**src/rtl/mandel_dispatcher.sv**
```systemverilog
// Purpose: walks a frame in raster order, hands each pixel (x, y, Re, Im) to an idle engine and turns returned counts into frame-buffer writes.
// Latency: start to first latch_en is 2 cycles; at most one dispatch per 2 cycles; a service costs 1 + ACK_HOLD + 1 + release-wait cycles.
// Backpressure: waits in RUN while every engine is busy; RELEASE waits indefinitely for the serviced engine to drop service_req.
module mandel_dispatcher #(
  parameter int NUM_ENGINES = 8,
  parameter int H_RES       = 640,
  parameter int V_RES       = 480,
  parameter int ACK_HOLD    = 3
) (
  input  logic                   Engine_CLK,
  input  logic                   eRST,
  input  logic                   start,
  input  logic [31:0]            re_start,
  input  logic [31:0]            im_start,
  input  logic [31:0]            re_step,
  input  logic [31:0]            im_step,
  output logic [2:0]             engine_addr,
  output logic [82:0]            word,
  output logic                   latch_en,
  input  logic [NUM_ENGINES-1:0] service_req,
  output logic [NUM_ENGINES-1:0] ack,
  input  logic [15:0]            count_output,
  output logic                   fb_we,
  output logic [9:0]             fb_x,
  output logic [8:0]             fb_y,
  output logic [15:0]            fb_data,
  output logic                   busy,
  output logic                   frame_done
);

  typedef enum logic [2:0] {IDLE, RUN, DISPATCH, ACK, CAPTURE, RELEASE, DONE} state_t;

  state_t      state, next_state;
  logic [9:0]  x;
  logic [8:0]  y;
  logic [31:0] re, im, re_base, re_inc, im_inc;
  // Engine bookkeeping is kept 8 wide so a 3-bit engine index always addresses it directly.
  logic [7:0]  eng_busy;
  logic [18:0] tag [8];
  logic [2:0]  cur, sel, last_srv, last_disp;
  logic [7:0]  ack_cnt;
  logic        all_sent;
  logic [7:0]  eng_mask, req_all, svc_cand, free_cand, sel_onehot;

  assign eng_mask   = 8'((9'd1 << NUM_ENGINES) - 9'd1);
  assign req_all    = 8'(service_req);
  // A request only counts from an engine that actually holds a pixel.
  assign svc_cand   = req_all & eng_busy;
  assign free_cand  = ~eng_busy & eng_mask;
  assign sel_onehot = 8'd1 << sel;

  // First candidate found when scanning upward from the index after 'last', wrapping.
  function automatic logic [2:0] rr_pick(input logic [7:0] cand, input logic [2:0] last);
    logic [2:0] pick;
    logic [2:0] idx;
    pick = last;
    for (int k = NUM_ENGINES; k >= 1; k--) begin
      idx = 3'((int'(last) + k) % NUM_ENGINES);
      if (cand[idx]) pick = idx;
    end
    return pick;
  endfunction

  // State register.
  always_ff @(posedge Engine_CLK) begin
    if (eRST) state <= IDLE;
    else      state <= next_state;
  end

  // Next-state decision and engine selection; servicing results beats dispatching.
  always_comb begin
    next_state = state;
    sel        = cur;
    case (state)
      IDLE:     if (start) next_state = RUN;
      RUN: begin
        if (|svc_cand) begin
          next_state = ACK;
          sel        = rr_pick(svc_cand, last_srv);
        end else if (!all_sent && (|free_cand)) begin
          next_state = DISPATCH;
          sel        = rr_pick(free_cand, last_disp);
        end else if (all_sent && (eng_busy == 8'd0)) begin
          next_state = DONE;
        end
      end
      DISPATCH: next_state = RUN;
      ACK:      if (ack_cnt == 8'(ACK_HOLD - 1)) next_state = CAPTURE;
      CAPTURE:  next_state = RELEASE;
      RELEASE:  if (!req_all[cur]) next_state = RUN;
      DONE:     next_state = IDLE;
      default:  next_state = IDLE;
    endcase
  end

  // Datapath: registered bus outputs, pixel walker and per-engine busy/tag state.
  always_ff @(posedge Engine_CLK) begin
    if (eRST) begin
      x           <= '0;
      y           <= '0;
      re          <= '0;
      im          <= '0;
      re_base     <= '0;
      re_inc      <= '0;
      im_inc      <= '0;
      eng_busy    <= '0;
      for (int i = 0; i < 8; i++) tag[i] <= '0;
      cur         <= '0;
      last_srv    <= 3'(NUM_ENGINES - 1);
      last_disp   <= 3'(NUM_ENGINES - 1);
      ack_cnt     <= '0;
      all_sent    <= 1'b0;
      engine_addr <= '0;
      word        <= '0;
      latch_en    <= 1'b0;
      ack         <= '0;
      fb_we       <= 1'b0;
      fb_x        <= '0;
      fb_y        <= '0;
      fb_data     <= '0;
      busy        <= 1'b0;
      frame_done  <= 1'b0;
    end else begin
      latch_en   <= 1'b0;
      fb_we      <= 1'b0;
      frame_done <= 1'b0;
      case (state)
        IDLE: begin
          if (start) begin
            re_base  <= re_start;
            re_inc   <= re_step;
            im_inc   <= im_step;
            re       <= re_start;
            im       <= im_start;
            x        <= '0;
            y        <= '0;
            eng_busy <= '0;
            all_sent <= 1'b0;
            busy     <= 1'b1;
          end
        end
        RUN: begin
          cur <= sel;
          if (next_state == DISPATCH) begin
            latch_en    <= 1'b1;
            engine_addr <= sel;
            word        <= {x, y, re, im};
            last_disp   <= sel;
          end else if (next_state == ACK) begin
            ack      <= sel_onehot[NUM_ENGINES-1:0];
            ack_cnt  <= '0;
            last_srv <= sel;
          end else if (next_state == DONE) begin
            frame_done <= 1'b1;
          end
        end
        DISPATCH: begin
          eng_busy[cur] <= 1'b1;
          tag[cur]      <= {x, y};
          if (x == 10'(H_RES - 1)) begin
            x  <= '0;
            re <= re_base;
            y  <= y + 9'd1;
            im <= im + im_inc;
            if (y == 9'(V_RES - 1)) all_sent <= 1'b1;
          end else begin
            x  <= x + 10'd1;
            re <= re + re_inc;
          end
        end
        ACK: begin
          ack_cnt <= ack_cnt + 8'd1;
          if (next_state == CAPTURE) begin
            ack     <= '0;
            fb_we   <= 1'b1;
            fb_x    <= tag[cur][18:9];
            fb_y    <= tag[cur][8:0];
            fb_data <= count_output;
          end
        end
        RELEASE: if (next_state == RUN) eng_busy[cur] <= 1'b0;
        DONE:    busy <= 1'b0;
        default: ;
      endcase
    end
  end

endmodule

```
**config.mk**
```make
export PLATFORM = sky130hd
export DESIGN_NAME = mandel_dispatcher
export DESIGN_NICKNAME = d
export VERILOG_FILES = /design/src/rtl/mandel_dispatcher.sv
export SDC_FILE = /design/constraint.sdc
export NUM_CORES = 1
export LEC_CHECK = 0
export BUFFER_PORTS_ARGS = -buffer_cell sky130_fd_sc_hd__buf_2
export CAP_MARGIN = 10
export CORE_MARGIN = 2
export CORE_UTILIZATION = 30
export DETAILED_ROUTE_END_ITERATION = 10
export PLACE_DENSITY = 0.52
export SYNTH_ARGS = -nofsm -noshare
export SYNTH_HDL_FRONTEND = slang
export SYNTH_SLANG_ARGS = --single-unit
```
**constraint.sdc**
```tcl
create_clock -name Engine_CLK -period 3.3 [get_ports Engine_CLK]
set_input_delay 0.66 -clock Engine_CLK [delete_from_list [all_inputs] [get_ports Engine_CLK]]
set_output_delay 0.66 -clock Engine_CLK [all_outputs]
set_load 0.01 [all_outputs]
```
# Yosys cells after proc, flatten, opt, wreduce, memory -nomap -nowiden
# Memory sizes are Yosys's and may differ from the RTL's. A register that Yosys moved wholly into a read port is not among the register bits.
# Cells that the tools add are included.
# classes
n_mux	101
reduce_logical	27
n_addsub	21
n_eq_ne	21
shifts	1
magnitude_cmp	18
bitwise_logic	8
# ops
cell	n
$mux 32	4
$pmux 32 s2	2
$mux 3	26
$lt 3x4->1 const B	17
$add 32x32->32	2
$mux 8	7
$bmux 1 s3	17
$pmux 8 s2	2
$mux 1	31
$add 3x3->3 const B	8
$pmux 8 s3	1
$mux 10	2
$pmux 10 s2	1
$mux 19	1
$reduce_or 19->1	1
$mux 9	2
$pmux 3 s6	1
$pmux 9 s2	1
$and 8x8->8	2
$not 8->8	2
$reduce_or 8->1	2
$eq 3x3->1 const B	5
$ne 2x2->1 const B	7
$add 3x1->3 const B	4
other kinds (26)	49
# word_totals
ff_bits	322
word_cells	220
memories	1
input_bits	155
ram_bits	152
# mem_list
name	depth	width	rd	rd_ports_with_merged_regs	write_ports	line	source
tag	8	19	1	1	8	39	logic [18:0] tag [8];

# Depth between registers and ports, before layout
# Gate-level depths: netlist of run 1.
# depth
ltp_word	18
mapped_depth	13

# Worst setup path before layout of run 1
# No wires, ideal clock.
# synth_path
kind	register -> register
start	register last_disp[1]
end	register engine_addr[1]
setup_ns	0.066
path_buffers	2
synth_period_minus_slack_ns	3.159
path_slack_ns	0.141
stages_incl_launch_ff	13
required_time_ns	3.234
arrival_time_ns	3.093
path_cell_list	dfxtp_1 -> clkbuf_8 -> inv_1 -> ha_1 -> clkbuf_4 -> mux4_2 -> mux2_2 -> a31oi_1 -> nor2_1 -> a311o_1 -> or3_4 -> or2_4 -> a21oi_2
# synth_between
elab_chain_len	14
elab_cells_between_ends	35
cone_classes	add/sub: 8; mux: 27
# synth_lines
item	line	source
start: declaration	40	logic [2:0] cur, sel, last_srv, last_disp;
start signal: assignment	110	last_disp <= 3'(NUM_ENGINES - 1);
start signal: assignment	148	last_disp <= sel;
$add 3x1->3	58	idx = 3'((int'(last) + k) % NUM_ENGINES);
$bmux 1 s3	59	if (cand[idx]) pick = idx;
$mux 1 (not written as such)	59	
$mux 3 (7 in series)	59	
$mux 3 (*)	59	
$mux 3 (*)	80	end else if (!all_sent && (|free_cand)) begin
$mux 3 (*)	77	if (|svc_cand) begin
$mux 3 (*)	74	case (state)
end signal: assignment	146	engine_addr <= sel;
end: declaration	17	output logic [2:0] engine_addr,
# Every way passes the cells marked *; elsewhere a longest branch is shown, timed or not. The select of a mux whose other input is x is not followed.
# A chain may end at the register's enable or synchronous reset.

# Worst setup path in the final report of run 1
# layout_path
start	register last_disp[0]
end	register ack[1]
# layout_between
elab_chain_len	18
elab_cells_between_ends	39
cone_classes	add/sub: 8; shift: 1; mux: 30
# layout_lines
item	line	source
$add 3x1->3	58	
$bmux 1 s3	59	
$mux 1 (not written as such)	59	
$mux 3 (7 in series)	59	
$mux 3 (*)	59	
$mux 3 (*)	80	
$mux 3 (*)	77	
$mux 3 (*)	74	
$shl 1x3->8 (*)	50	assign sel_onehot = 8'd1 << sel;
$mux 8 (*)	149	end else if (next_state == ACK) begin
$mux 8 (*)	144	if (next_state == DISPATCH) begin
$pmux 8 s2 (*)	127	case (state)
end signal: assignment	150	ack <= sel_onehot[NUM_ENGINES-1:0];
end: declaration	21	output logic [NUM_ENGINES-1:0] ack,
# Marked as above.

==> flow_summary_export.csv, run 1 <==
group,metric,value,unit
pwr,seq_power_share,44.3,%
detailed_routing,met2_length,37200,microns
place,place_area,0.0269,sq mm
sta,rsz0062_at_grt,"yes",
detailed_routing,viasPerCell,5.12,
detailed_routing,drt-pass1-iter-count,5,
yosys,synth.area.top_cells,"dfxtp_1 28%, edfxtp_1 19%, nand2_1 8.2%",
yosys,synth_edf_count,152,
sta,finalHoldViolCount,0,
setup_path,cp-start-kind,"register",
pwr,internal_power,11.1,mW
global_routing,grt_overflow,0,
setup_path,critical_path_required,3.81,ns
detailed_routing,drc,0,
status,outcome,"complete, no violations",
place,hpwl,52900,microns
pwr,swShare,26.1,%
clock_network,cts-root-buf,"clkbuf_16",
global_routing,grt_pass1_vias,19800,
run,maxCapViolCount,0,
sta,holdWs,0.285,ns
yosys,netlist.area_leader.share,28.2,%
yosys,syn-cell-area,0.0242,sq mm
clock_network,postCtsSetupBuffers,0,
clock_network,clk_pin_slew,0.06,ns
finish,post-route-util,36.1,%
clock_network,cts.sinks,493,
finish,final_area,0.0289,sq mm
pwr,power_density,521,mW/mm^2
yosys,synth_seq_cells,493,
finish,fillers,8382,
finish,final_common_cell,"nand2_1",
sta,period_share,93.5,%
clock_network,cts_buffers,58,
yosys,synth_nets,2925,
yosys,syn_area_per_cell,8.97,sq um
yosys,yosysUniqueCellTypes,91,
pwr,p_leak,11.6,nW
detailed_routing,wl_met3,3910,microns
detailed_routing,drtIter0Drc,1280,
setup_path,critPathMaxFanout,7,
floorplan,dieHeight,288,microns
sta,period_minus_slack,3.09,ns
place,place_inst,3936,
floorplan,die_w,288,microns
place,preCtsSetupSlack,0.150,ns
yosys,ys.flop_type,"dfxtp_1",
setup_path,crit_top_cell,"nor2b_1",
setup_path,end_kind,"register",
sta,setup_viol,0,
floorplan,num_rows,104,
detailed_routing,drtAntennaViolNets,0,
setup_path,cpMaxStageDelayCell,"mux4_2",
clock_network,clock_latency,0.61,ns
pwr,switching_power,3.94,mW
clock_network,cts_resized,0,
detailed_routing,m1WireLength,36400,microns
setup_path,path_class,"register to register",
sta,fin_skew,0.0229,ns
finish,antenna_cells,0,
detailed_routing,wl_per_cell,19.6,microns
clock_network,cts-hold-fix-buffers,0,
setup_path,worstPathCellList,"inv_1 -> ha_1 -> mux4_2 -> mux2i_1 -> nor2b_1 -> o31ai_1 -> xnor2_1 -> a21oi_2 -> o21ai_2 -> nor2b_1 -> a32o_1",
pwr,clkPwrFrac,44.6,%
clock_network,cts_tree,"built",
finish,area_growth,19.6,%
sta,fin_ws,0.214,ns
detailed_routing,vias,20700,
yosys,ys.warnings.count,0,
global_routing,antenna_found_initial,5,
detailed_routing,top_layer,"met5",
clock_network,clockBufferDepth,3,
pwr,comb_power_share,11.1,%
sta,relSlewSlack,33.6,%
global_routing,grt_util_all_layers,18.5,%
setup_path,arrival,3.59,ns
sta,max_freq,324,MHz
min_path,min-delay-path-class,"primary input to register",
floorplan,core,0.0802,sq mm
finish,seq_area,0.0114,sq mm
global_routing,grt_start_max_net_pins,166,
setup_path,max_stage_delay,0.60,ns
yosys,syn_inst,2698,
floorplan,ios,288,
clock_network,h-tree-depth,2,
sta,drv_slew,0,
finish,final_cell_mix,"528 x nand2_1, 341 x dfxtp_1, 323 x a21oi_1",
finish,drive_above_1_share,18.4,%
place,routabilityCongestion,0.872,
place,io_buffers,287,
floorplan,dieArea,0.0829,sq mm
pwr,peakVddDrop,0.387,mV
sta,tightest_slew,0.992,ns
finish,fin_cells,4045,
finish,multi_input_area,0.0119,sq mm
yosys,synth-seq-area-share,47.1,%
global_routing,grt_pass1_wl,120000,microns
floorplan,initial_core_util,30.2,%
detailed_routing,wl,79100,microns
yosys,yosysTopAreaCell,"dfxtp_1",
yosys,synthArstFlopShare,0,%
finish,layout.nets,3163,
per-layer routing:
metal	vias to the layer above	track usage, %
met5	-	0
met4	6	4.29
met3	101	2.94
met2	500	30.8
met1	9984	25.1
li1	10100	-
Yosys cell counts, types with 11 or more instances:
cell / count
a211oi_1: 37
a21o_1: 26
a21oi_1: 324
a221oi_1: 49
a22o_1: 41
a311oi_1: 31
a31oi_1: 28
and2_1: 163
and3_1: 24
buf_1: 17
clkbuf_1: 159
dfxtp_1: 341
edfxtp_1: 152
ha_1: 70
inv_1: 31
mux2i_1: 20
mux4_2: 17
nand2_1: 529
nand2b_1: 17
nand3_1: 45
nand4_1: 15
nor2_1: 148
nor2b_1: 12
nor3_1: 25
o211ai_1: 16
o21a_1: 11
o21ai_0: 100
or3_1: 12
xnor2_1: 31
xor2_1: 24
kinds of logic after synthesis:
group / Yosys count / synth area share, %
buf+inv: 230 / 4.08
mux: 48 / 3.06
compound gates: 758 / 20.1
xor+xnor: 57 / 2.13
fa+ha+maj: 72 / 3.79
flops: 493 / 47.1
simple gates: 1040 / 19.8
metrics by stage:
| step | TNS, ns | total power, mW |
|---|---|---|
| floorplan | 0 | 7.86 |
| global placement | 0 | 8.48 |
| detailed placement | 0 | 8.48 |
| CTS | 0 | 15.2 |
| global route | -0.0113 | 15.7 |
| finish | 0 | 15.1 |
final timing paths:
| check | slack [ns] | start | to | depth (start not counted) |
|---|---|---|---|---|
| worst max-delay path | 0.21 | last_disp[0] | ack[1] | 11 |
| worst min-delay path | 0.28 | re_step[11] | re_inc[11] | 3 |
| worst max register to register | 0.21 | last_disp[0] | ack[1] | 11 |
| worst min register to register | 0.45 | ack[0] | ack[0] | 2 |
final cells by class:
cell class              instances  share of cell area, %
well taps                    1060                   4.58
clock inverters                30                   1.22
clock buffers                  79                   5.74
flip-flops and latches        493                   39.4
inverters                      33                  0.437
multi-input cells            1975                   41.1
repair buffers                375                   7.58
state kept, by name, indices dropped and copies added, names as in the netlist, 10 cells and up:
signal,cells
fb_data,16
fb_x,10
im,32
im_inc,32
re,32
re_base,32
re_inc,32
tag,152
word,83
x,10
power by group through the flow:
stage,Sequential (mW),Clock [mW],Combinational [mW]
6_report,6.67,6.72,1.68
3_3_place_gp,6.80,0,1.69
4_1_cts,6.67,6.87,1.69
5_1_grt,6.70,7.11,1.87
3_5_place_dp,6.80,0,1.69
2_1_floorplan,6.75,0,1.11
critical path: cells and delay by family (launching register included):
| family | cells | cell delay, ns |
|---|---|---|
| AOI/OAI and AO/OA | 4 | 0.85 |
| xor gates and xnor gates | 1 | 0.18 |
| adders and majority gates | 1 | 0.40 |
| buffers and inverters | 1 | 0.06 |
| DFF | 1 | 0.33 |
| muxes | 2 | 0.97 |
| and+or+nand+nor | 2 | 0.20 |
(Power assumes the default switching activity.)
==> run 2, diff against run 1 <==
Settings changed: PLACE_DENSITY 0.52 to 0.58.
==> run 2 against run 1 <==
Sequential power about the same. Worst hold slack got worse by 0.0017 ns. Flip-flop and latch count unchanged. Global-route usage decreased by 0.42 points. Critical path depth decreased by 1. First-iteration DRC count increased by 2.2%. Combinational power about the same. Core utilization decreased by 0.34 points. Final area decreased by 0.93%. Wire length decreased by 1.7%. Clock skew increased by 0.0061 ns. Critical path type unchanged. Highest routed layer unchanged.
==> flow_summary_export.csv, run 2 (synthesis gave the netlist of run 1 again) <==
group,metric,value,unit
pwr,finalPower,14.8,mW
sta,tightest_slew,0.931,ns
detailed_routing,vias,20700,
floorplan,dieArea,0.0829,sq mm
pwr,clkPwrFrac,43.7,%
clock_network,cts_tree,"built",
sta,period_share,95.4,%
global_routing,grt_start_max_net_pins,175,
sta,rsz0062_at_grt,"no",
place,hpwl,51400,microns
floorplan,ios,288,
setup_path,cp-start-kind,"register",
pwr,comb_power_share,11.2,%
detailed_routing,drc,0,
pwr,peakVddDrop,0.367,mV
finish,final_cell_mix,"528 x nand2_1, 341 x dfxtp_1, 323 x a21oi_1",
detailed_routing,drtAntennaViolNets,0,
detailed_routing,viasPerCell,5.13,
setup_path,worstPathCellList,"inv_4 -> ha_1 -> xor2_2 -> mux4_2 -> a211oi_1 -> o21bai_1 -> xnor2_1 -> o21ai_2 -> nor2b_1 -> a32o_1",
finish,largest_register_ffs,152,
setup_path,crit_family,"compound AO/OA/AOI/OAI gates",
sta,drv_slew,0,
floorplan,num_rows,104,
pwr,internal_power,10.9,mW
clock_network,clk_pin_slew,0.06,ns
sta,fin_ws,0.152,ns
setup_path,critPathMaxFanout,7,
sta,setup_viol,0,
sta,holdWs,0.283,ns
clock_network,clockBufferDepth,3,
detailed_routing,drt-pass1-iter-count,6,
finish,reg.largest.list,"tag x152, word x83",
setup_path,cpMaxStageDelayCell,"mux4_2",
floorplan,core,0.0802,sq mm
global_routing,grt_pass1_wl,117000,microns
finish,final_common_cell,"nand2_1",
setup_path,end_kind,"register",
clock_network,cts_buffers,57,
clock_network,cts.sinks,493,
finish,max_flop_register,"tag",
sta,max_freq,318,MHz
floorplan,initial_core_util,30.2,%
floorplan,dieHeight,288,microns
detailed_routing,wl_per_cell,19.3,microns
setup_path,crit_buf_inv,1,
clock_network,clock_latency,0.61,ns
pwr,seq_power_share,45.1,%
pwr,swShare,26.2,%
floorplan,die_w,288,microns
finish,fillers,8272,
detailed_routing,wl,77800,microns
pwr,switching_power,3.88,mW
global_routing,grt_util_all_layers,18.1,%
status,outcome,"complete, no violations",
sta,finalHoldViolCount,0,
sta,period_minus_slack,3.15,ns
setup_path,path_class,"register to register",
clock_network,cts-hold-fix-buffers,0,
global_routing,grt_pass1_vias,19300,
finish,post-route-util,35.8,%
place,routabilityCongestion,0.896,
run,maxCapViolCount,0,
setup_path,max_stage_delay,0.56,ns
setup_path,critical_path_required,3.79,ns
finish,area_growth,18.5,%
min_path,min-delay-path-class,"primary input to register",
place,io_buffers,287,
clock_network,cts-root-buf,"clkbuf_16",
pwr,p_leak,11.5,nW
finish,layout.nets,3144,
sta,relSlewSlack,37.9,%
detailed_routing,drtIter0Drc,1308,
sta,fin_skew,0.0290,ns
clock_network,h-tree-depth,2,
place,preCtsSetupSlack,0.139,ns
global_routing,antenna_found_initial,3,
finish,drive_above_1_share,17.7,%
pwr,power_density,516,mW/mm^2
setup_path,arrival,3.63,ns
sta,setup_tns,0,ns
global_routing,grt_overflow,0,
-- run 2: worst paths after layout --
check               from         end  slack (ns)  depth (start not counted)
min reg2reg   fb_data[8]  fb_data[8]        0.45                          2
min          im_step[30]  im_inc[30]        0.28                          3
max reg2reg  last_srv[0]      ack[1]        0.15                         10
max          last_srv[0]      ack[1]        0.15                         10
-- run 2: metal layers --
layer / share of wire [%] / up-vias / track usage (%) / routed length (microns)
met4: 2.2 / 4 / 4.64 / 1670
met1: 45 / 9886 / 24.5 / 34700
li1: - / 10100 / - / -
met3: 6.7 / 94 / 3.57 / 5190
met5: 0.035 / - / 0 / 27
met2: 46 / 589 / 29.4 / 36100
-- run 2: repair_timing --
item | 4_1_cts | 5_1_grt
setup endpoints to repair | 0 | 7
buffers inserted | 0 | 0
resized for setup | 0 | 6
-- run 2: cell type report --
class | instances | area [sq um] | share of cell area, %
diodes | 1 | 2.50 | 0.00873
repair buffers | 357 | 2050 | 7.14
multi-input cells | 1975 | 11900 | 41.5
clock buffers | 78 | 1570 | 5.48
flip-flops and latches | 493 | 11400 | 39.7
well taps | 1060 | 1330 | 4.63
clock inverters | 28 | 319 | 1.11
inverters | 33 | 126 | 0.441
-- run 2: power by group through the flow --
stage	registers [mW]	logic [mW]	clock network (mW)
4_1_cts	6.67	1.66	6.59
3_5_place_dp	6.80	1.65	0
3_3_place_gp	6.79	1.65	0
2_1_floorplan	6.75	1.11	0
6_report	6.67	1.66	6.46
5_1_grt	6.70	1.84	6.85
-- run 2: worst min-delay path, cell delays in order --
cell and delay (ns):
buf_2 0.10, nand2_1 0.04, a21oi_1 0.05
-- run 2: metrics by stage --
step | instances | cell area, sq um
floorplan | 2698 | 24200
global placement | 3918 | 26800
detailed placement | 3918 | 26800
CTS | 4024 | 28600
global route | 4024 | 28700
finish | 4025 | 28700
==> run 3, diff against run 2 <==
Settings changed: CORE_UTILIZATION 30 to 40, MAX_ROUTING_LAYER set to met4, PLACE_DENSITY 0.58 to 0.71.
==> run 3 against run 2 <==
Worst hold slack lost 0.0017 ns. Non-clock buffer count rose by 6. Total power is 2.6% lower. Clock skew decreased by 0.0047 ns. Final area is 1.4% lower. Critical path depth grew 1. Largest cell class unchanged. Highest routed layer is now met4.
==> flow_summary_export.csv, run 3 (synthesis gave the netlist of run 1 again) <==
group,metric,value,unit
detailed_routing,viasPerCell,5.59,
setup_path,r2r_cells,11,
detailed_routing,wl,72200,microns
sta,relSlewSlack,44.0,%
finish,reg.largest.list,"tag x152, word x83",
setup_path,critPathMaxFanout,6,
setup_path,end_kind,"register",
setup_path,crit_cells,11,
pwr,power_density,509,mW/mm^2
floorplan,core,0.0600,sq mm
detailed_routing,drtAntennaViolNets,0,
setup_path,worstPathCellList,"inv_1 -> ha_1 -> mux4_2 -> mux2i_1 -> nand2_1 -> o221ai_2 -> mux2i_1 -> o211a_1 -> or3_4 -> or2_4 -> a21oi_2",
setup_path,timing.rr.start,"last_disp[0]",
sta,holdWs,0.281,ns
finish,max_flop_register,"tag",
min_path,holdPathEnd,"re_inc[11]",
setup_path,critical_path_required,3.84,ns
setup_path,arrival,3.69,ns
pwr,clkPwrFrac,42.2,%
floorplan,die_w,250,microns
global_routing,grt_pass1_wl,112000,microns
min_path,worstHoldStart,"re_step[11]",
sta,period_minus_slack,3.15,ns
pwr,comb_power_share,11.5,%
setup_path,path_class,"register to register",
setup_path,cpMaxStageDelayCell,"mux4_2",
setup_path,crit_top_cell,"mux2i_1",
finish,largest_register_ffs,152,
min_path,min-delay-path-class,"primary input to register",
clock_network,cts.sinks,493,
sta,finalHoldViolCount,0,
pwr,switching_power,3.78,mW
sta,tightest_slew,0.837,ns
clock_network,cts_tree,"built",
sta,setup_viol,0,
sta,max_freq,318,MHz
pwr,internal_power,10.6,mW
setup_path,cp-start-kind,"register",
finish,final_common_cell,"nand2_1",
setup_path,crit_buf_inv,1,
sta,period_share,95.4,%
sta,fin_skew,0.0243,ns
finish,area_growth,16.9,%
setup_path,rrSetupSlack,0.15,ns
global_routing,grt_util_all_layers,23.2,%
clock_network,cts_buffers,54,
sta,drv_slew,0,
pwr,seq_power_share,46.3,%
clock_network,clock_latency,0.61,ns
run,maxCapViolCount,0,
floorplan,dieHeight,250,microns
finish,layout.nets,3147,
floorplan,initial_core_util,40.3,%
floorplan,dieArea,0.0625,sq mm
place,hpwl,48000,microns
detailed_routing,drtIter0Drc,1896,
setup_path,timing.rr.end,"engine_addr[1]",
place,routabilityCongestion,0.903,
global_routing,grt_overflow,0,
clock_network,clk_pin_slew,0.06,ns
global_routing,grt_start_max_net_pins,137,
min_path,hold_depth,3,
global_routing,grt_pass1_vias,20000,
pwr,p_leak,11.4,nW
pwr,finalPower,14.4,mW
finish,final_cell_mix,"528 x nand2_1, 340 x dfxtp_1, 323 x a21oi_1",
detailed_routing,drt-pass1-iter-count,5,
finish,drive_above_1_share,17.6,%
status,outcome,"complete, no violations",
setup_path,max_stage_delay,0.60,ns
setup_path,crit_family,"multiplexers",
place,place_area,0.0265,sq mm
clock_network,clockBufferDepth,3,
clock_network,h-tree-depth,2,
pwr,peakVddDrop,0.392,mV
finish,final_area,0.0283,sq mm
pwr,swShare,26.3,%
detailed_routing,drc,0,
detailed_routing,vias,21000,
detailed_routing,wl_per_cell,19.3,microns
floorplan,ios,288,
floorplan,num_rows,90,
clock_network,postCtsSetupBuffers,0,
place,io_buffers,287,
clock_network,cts-root-buf,"clkbuf_16",
global_routing,antenna_found_initial,3,
[run 3: how the worst max path moves through the flow]
| stage | start | to | slack (ns) |
|---|---|---|---|
| 2_1_floorplan | last_disp[1] | engine_addr[1] | 0.14 |
| 3_3_place_gp | service_req[0] | ack[2] | 0.15 |
| 3_5_place_dp | service_req[0] | last_disp[1] | 0.13 |
| 4_1_cts | last_srv[0] | ack[1] | 0.16 |
| 5_1_grt | re[0] | re[30] | -0.03 |
| 6_report | last_disp[0] | engine_addr[1] | 0.15 |
[run 3: final cells by class]
class	count	area [sq um]
fillers	5779	31700
multi-input cells	1975	11900
flip-flops and latches	493	11400
repair buffers	363	2120
clock buffers	69	1490
well taps	782	978
clock inverters	31	274
inverters	33	126
diodes	3	7.51
[run 3: timing repair]
item	4_1_cts	5_1_grt
endpoints found under the setup margin	0	6
hold buffers	0	0
gates resized for setup	0	6
[run 3: worst register-to-register path: cells and delay by family, from the launching register on]
family                   cells  cell delay [ns]
buffers and inverters        1             0.06
flip-flops                   1             0.34
AND/OR/NAND/NOR              3             0.78
AO/OA/AOI/OAI                3             0.50
adder cells (fa/ha/maj)      1             0.40
multiplexers                 3             0.99
[run 3: power by group through the flow]
stage	Sequential [mW]	Clock, mW	Combinational [mW]
final	6.67	6.07	1.66
after global routing	6.69	6.43	1.83
after CTS	6.67	6.19	1.65
after detailed placement	6.80	0	1.64
after global placement	6.79	0	1.63
after floorplan	6.75	0	1.11
[run 3: metal layers]
layer / GRT usage [%] / wire [microns] / up-vias
met5: - / 0 / -
met4: 8.04 / 2260 / 0
met3: 4.86 / 5720 / 140
met2: 36.9 / 33700 / 804
met1: 29.3 / 30600 / 9924
li1: - / - / 10100
[run 3: through the flow]
stage | util, % | TNS, ns | std cells | worst slack, ns
after floorplan | - | 0 | 2698 | 0.141
after global placement | 44.1 | 0 | 3646 | 0.154
after detailed placement | 44.1 | 0 | 3646 | 0.129
after CTS | 47.1 | 0 | 3746 | 0.159
after global routing | 47.1 | -0.0304 | 3749 | -0.0304
final | 47.1 | 0 | 3749 | 0.151
